## src/rtl/riscv_pkg.sv

```systemverilog
// rtl/riscv_pkg.sv - shared opcodes, branch codes, fetch FSM states and immediate helpers
package riscv_pkg;

    localparam logic [6:0] OP_R      = 7'd51;
    localparam logic [6:0] OP_LOAD   = 7'd3;
    localparam logic [6:0] OP_IMM    = 7'd19;
    localparam logic [6:0] OP_BRANCH = 7'd99;
    localparam logic [6:0] OP_JAL    = 7'd111;
    localparam logic [6:0] OP_STORE  = 7'd35;
    localparam logic [6:0] OP_LUI    = 7'd55;

    localparam logic [2:0] TB_NONE = 3'd0;
    localparam logic [2:0] TB_BEQ  = 3'd1;
    localparam logic [2:0] TB_BNE  = 3'd2;
    localparam logic [2:0] TB_BLT  = 3'd3;
    localparam logic [2:0] TB_BGE  = 3'd4;
    localparam logic [2:0] TB_RSVD = 3'd5;
    localparam logic [2:0] TB_JAL  = 3'd6;

    localparam logic [31:0] NOP = 32'h0000_0013;

    typedef enum logic [1:0] {
        ST_FETCH = 2'd0,
        ST_EXEC  = 2'd1,
        ST_ERRO  = 2'd2
    } state_t;

    function automatic logic [31:0] imm_b(input logic [31:0] i);
        return {{19{i[31]}}, i[31], i[7], i[30:25], i[11:8], 1'b0};
    endfunction

    function automatic logic [31:0] imm_j(input logic [31:0] i);
        return {{11{i[31]}}, i[31], i[19:12], i[20], i[30:21], 1'b0};
    endfunction

endpackage

```

## src/rtl/decisao_desvio.sv

```systemverilog
// rtl/decisao_desvio.sv - branch/jump decision and next-PC computation (combinational)
module decisao_desvio
    import riscv_pkg::*;
(
    input  logic        PCSrc,
    input  logic [2:0]  Tipo_Branch,
    input  logic        zero,
    input  logic        neg,
    input  logic [31:0] instr,
    input  logic [31:0] pc,
    output logic        taken,
    output logic [31:0] next_pc
);

    logic cond;
    logic unused_opcode_bits;

    // The low opcode bits never feed an immediate.
    assign unused_opcode_bits = ^instr[6:0];

    always_comb begin
        cond = 1'b0;
        case (Tipo_Branch)
            TB_BEQ:  cond = zero;
            TB_BNE:  cond = ~zero;
            TB_BLT:  cond = neg;
            TB_BGE:  cond = ~neg;
            TB_JAL:  cond = 1'b1;
            default: cond = 1'b0;
        endcase
    end

    assign taken = PCSrc & cond;

    always_comb begin
        next_pc = pc + 32'd4;
        if (taken) begin
            if (Tipo_Branch == TB_JAL) begin
                next_pc = pc + imm_j(instr);
            end else begin
                next_pc = pc + imm_b(instr);
            end
        end
    end

endmodule

```

## src/rtl/busca_instrucao.sv

```systemverilog
// rtl/busca_instrucao.sv - instruction fetch stage: fetch FSM, PC and instruction register
module busca_instrucao
    import riscv_pkg::*;
#(
    parameter logic [31:0] RESET_PC = 32'h0000_0000
) (
    input  logic        clk,
    input  logic        rst,
    output logic        imem_req,
    output logic [31:0] imem_addr,
    input  logic [31:0] imem_rdata,
    input  logic        imem_ack,
    input  logic        stall,
    input  logic        PCSrc,
    input  logic [2:0]  Tipo_Branch,
    input  logic        zero,
    input  logic        neg,
    output logic [31:0] instr,
    output logic [6:0]  opcode,
    output logic [2:0]  f3,
    output logic [6:0]  f7,
    output logic [31:0] pc,
    output logic [31:0] pc_plus4,
    output logic        instr_valid,
    output logic        erro
);

    state_t      state_q, state_d;
    logic [31:0] pc_q, pc_d;
    logic [31:0] instr_q, instr_d;
    logic        erro_q, erro_d;
    logic [31:0] next_pc;
    logic        taken_unused;

    decisao_desvio u_decisao_desvio (
        .PCSrc       (PCSrc),
        .Tipo_Branch (Tipo_Branch),
        .zero        (zero),
        .neg         (neg),
        .instr       (instr_q),
        .pc          (pc_q),
        .taken       (taken_unused),
        .next_pc     (next_pc)
    );

    always_comb begin
        state_d = state_q;
        pc_d    = pc_q;
        instr_d = instr_q;
        erro_d  = erro_q;
        case (state_q)
            ST_FETCH: begin
                if (imem_ack) begin
                    instr_d = imem_rdata;
                    state_d = ST_EXEC;
                end
            end
            ST_EXEC: begin
                if (!stall) begin
                    // A misaligned target traps without committing the PC.
                    if (next_pc[1:0] != 2'b00) begin
                        erro_d  = 1'b1;
                        state_d = ST_ERRO;
                    end else begin
                        pc_d    = next_pc;
                        state_d = ST_FETCH;
                    end
                end
            end
            ST_ERRO: begin
                state_d = ST_ERRO;
            end
            default: begin
                state_d = ST_FETCH;
            end
        endcase
    end

    always_ff @(posedge clk) begin
        if (rst) begin
            state_q <= ST_FETCH;
            pc_q    <= RESET_PC;
            instr_q <= NOP;
            erro_q  <= 1'b0;
        end else begin
            state_q <= state_d;
            pc_q    <= pc_d;
            instr_q <= instr_d;
            erro_q  <= erro_d;
        end
    end

    assign imem_req    = (state_q == ST_FETCH) & ~rst;
    assign imem_addr   = pc_q;
    assign instr       = instr_q;
    assign opcode      = instr_q[6:0];
    assign f3          = instr_q[14:12];
    assign f7          = instr_q[31:25];
    assign pc          = pc_q;
    assign pc_plus4    = pc_q + 32'd4;
    assign instr_valid = (state_q == ST_EXEC);
    assign erro        = erro_q;

endmodule
```

## config.mk

```make
export PLATFORM = sky130hd
export DESIGN_NAME = busca_instrucao
export DESIGN_NICKNAME = d
export VERILOG_FILES = /design/src/rtl/riscv_pkg.sv /design/src/rtl/decisao_desvio.sv /design/src/rtl/busca_instrucao.sv
export SDC_FILE = /design/constraint.sdc
export NUM_CORES = 1
export LEC_CHECK = 0
export ABC_CLOCK_PERIOD_IN_PS = 3100
export BUFFER_PORTS_ARGS = -buffer_cell sky130_fd_sc_hd__buf_4
export CAP_MARGIN = 40
export CELL_PAD_IN_SITES_DETAIL_PLACEMENT = 1
export CELL_PAD_IN_SITES_GLOBAL_PLACEMENT = 1
export CORE_AREA = 3 3 135 137
export CTS_BUF_LIST = sky130_fd_sc_hd__clkbuf_4
export DETAILED_ROUTE_END_ITERATION = 12
export DIE_AREA = 0 0 138 140
export PLACE_DENSITY_LB_ADDON = 0.25
export RECOVER_POWER = 100
export SETUP_SLACK_MARGIN = 0.02
export SYNTH_ARGS = -nofsm -noshare
export SYNTH_HDL_FRONTEND = slang
export SYNTH_HIERARCHICAL = 1
export SYNTH_SLANG_ARGS = --single-unit
```

## constraint.sdc

```tcl
create_clock -name clk -period 3.1 [get_ports clk]
set_input_delay 0.155 -clock clk [delete_from_list [all_inputs] [get_ports clk]]
set_output_delay 0.155 -clock clk [all_outputs]
set_load 0.01 [all_outputs]
```

==> reports/qor.yml <==
grt:
  grt_usage_pct: 22.2
  grtUsageMet1_pct: 27.0
  grt_pass1_vias: 6726
  grt_antenna_before_repair: 0
  use_met2_pct: 39.6
  grt_pass1_wl_um: 35400
  gr-max-usage-layer: "met2"
  grtUsageMet3_pct: 3.45
  grt_max_degree: 69
  overflow: 0
routing:
  drc: 0
  via_count: 6533
  dr.pass1.iters: 4
  routed_wl_um: 22600
  wl_per_cell_um: 17.9
  drtIter0Drc: 275
  drtAntennaViolNets: 0
  viasPerCell: 5.19
sta:
  rsz0062_at_grt: "yes"
  tightest_slew_ns: 0.776
  fin_crit_ns: 3.11
  clock_skew_ns: 0.0213
  max_freq_mhz: 321
  slew_viol_final: 0
  max-slew-margin-rel_pct: 47.9
  fin_tns_setup_ns: -0.0131
  finalHoldViolations: 0
  period_share_pct: 100
  setup_ws_ns: -0.0131
  setup_viol: 1
pwr:
  power_density_nw_per_um2: 258
  power.leakage_nw: 3.68
  ir_drop_mv: 0.197
setup_path:
  cp-end-kind: "register"
  cp_slowest_cell: "or4_4"
  start_kind: "register"
  worstPathMaxFanout: 3
  crit_type: "register to register"
  worstPathCellList: "mux2_4, ha_4, a21oi_4, o211ai_1, a211oi_2, buf_4, o21ai_4, nand3_2, a21o_1, or4_4, o2111ai_2, xor2_1, nand2_1, a21oi_1"
  cp.arrival_ns: 3.50
  cp_top_family: "compound AO/OA/AOI/OAI gates"
  startpoint: "instr[23]"
  crit_buf_inv: 1
  cpPeakStageDelay_ns: 0.43
  reg2reg_from: "instr[23]"
  cp.required_ns: 3.49
finish:
  final_cells: 1258
  final_common_cell: "buf_4"
  drive_gt1_share_pct: 28.6
  post-route-util_pct: 47.3
  nets: 1106
  fin_area_um2: 8130
  area_growth_pct: 39.8
  mostFrequentLayoutCells: "buf_4, nand2_1, a21oi_1, dfxtp_1, xnor2_1"
  antenna-diode-count: 0
logic_synthesis:
  muxShareOfSynthArea_pct: 1.31
  synth_edf_count: 0
  syn_nets: 884
  synthXorXnorAreaFrac_pct: 12.2
  yosysTopAreaCell: "dfxtp_1"
  synthArstFlopShare_pct: 0
  synth_seq_cells: 67
  synth_simple_gate_area_share_pct: 26.6
  synthCells: 806
  synth_top_area_share_pct: 23.1
  synth_top_family_by_area: "simple AND/OR/NAND/NOR gates"
  synth-adder-area-share_pct: 7.88
  synth_top_flop_cell: "dfxtp_1"
  yosysUniqueCellTypes: 58
  ys_warn_count: 6
  synthTopCellsByArea: "dfxtp_1, nand2_1, xnor2_1"
  seq_area_frac_synth_pct: 23.1
  synth_compound_area_share_pct: 18.8
  netlist_area_um2: 5810
  syn_avg_cell_area_um2: 7.21
clock_tree:
  htree_levels: 3
  worstSkewPairLatency_ns: 0.46
  cts.sinks: 67
  cts_buffers: 9
  clockBufferDepth: 2
  cts_tree: "built"
  cts_root_buf: "clkbuf_4"
  clk_pin_slew_worst_paths_ns: 0.14
run_status:
  violations: "setup timing"
  status: "finished with violations"
placed_design:
  post-place-cells: 1203
  dpl_cell_area_um2: 7560
  dp_slack_ns: -0.446
  portBuffers: 189
  hpwl_um: 16200
  globalplace.congestion: 0.860
job:
  max_cap_viol_count: 0
floorplan:
  fp.dieH_um: 140
  die_area_um2: 19300
  die_x_um: 138
  rows: 48
  ios: 190
  initial_core_util_pct: 33.9
  coreArea_um2: 17200
min_path:
  min_path_type: "primary input to register"
  worstHoldStart: "imem_ack"
-- sequential cells by signal, indices dropped and copies added (netlist names) --
signal	flops
erro	1
imem_addr	32
instr	32
state_q	2
-- cell usage after synthesis (all sizes together), types with 2 or more instances --
master / number
nor3: 6
nand2: 190
a21oi: 89
buf: 63
nor2: 27
ha: 35
o21a: 3
nand2b: 2
and2: 6
mux2i: 2
nand4b: 2
xor2: 23
mux2: 5
xnor2: 58
nand4: 23
o31ai: 2
and3: 16
nor3b: 3
a41oi: 2
o21ai: 43
inv: 9
o21bai: 6
a21o: 26
clkbuf: 30
a211oi: 3
nor2b: 4
nand3b: 4
dfxtp: 67
o211ai: 2
nand3: 29
nor4: 2
o2111ai: 2
and4: 8
a31oi: 3
-- where the power goes --
| part | internal, mW | switching (mW) | leakage (nW) |
|---|---|---|---|
| sequential | 0.893 | 0.0347 | 0.548 |
| clock | 0.251 | 0.394 | 0.0746 |
| combinational | 0.240 | 0.282 | 3.06 |
-- tightest hold or removal path, delay by kind of cell --
family                 cells  cell delay [ns]
AND/OR/NAND/NOR            2             0.20
buffers and inverters      1             0.11
AO/OA/AOI/OAI              1             0.05
-- path summary, 6_finish.rpt --
check	endpoint	slack, ns	depth (start not counted)
worst max-delay path	imem_addr[31]	-0.01	14
worst min-delay path	instr[29]	0.10	4
worst max register to register	imem_addr[31]	-0.01	14
worst min register to register	erro	0.47	2
-- layer usage --
metal | up-vias | share of wire (%)
met5 | - | 0
met3 | 39 | 4.4
li1 | 3181 | -
met4 | 0 | 2.9
met2 | 185 | 50
met1 | 3128 | 43
-- cell families after synthesis --
logic type	Yosys count
buffers and inverters	102
AO/OA/AOI/OAI	187
flip-flops	67
adder cells (fa/ha/maj)	36
AND/OR/NAND/NOR	326
XOR/XNOR	81
multiplexers	7
-- timing repair --
item / CTS / global route
setup endpoints to repair: 2 / 12
hold endpoints to repair: 33 / 0
pin swaps: 1 / 15
hold buffers: 33 / 0
resized for setup: 5 / 26
buffers inserted: 1 / 7
-- cell type report --
| class | count | area [µm²] |
|---|---|---|
| clock buffer | 9 | 67.6 |
| clock inverter | 7 | 76.3 |
| fill | 2185 | 9050 |
| inverter | 9 | 33.8 |
| multi-input combinational | 637 | 4030 |
| sequential | 67 | 1350 |
| tap | 225 | 282 |
| timing repair buffer | 304 | 2290 |
-- stage by stage --
stage          total power [mW]  hold slack [ns]
3_5_place_dp               1.43            0.374
3_3_place_gp               1.42            0.366
5_1_grt                    2.21           0.0830
4_1_cts                    2.12           0.0605
6_report                   2.10            0.103
2_1_floorplan              1.21            0.279
Power figures use the tool's default switching activity.
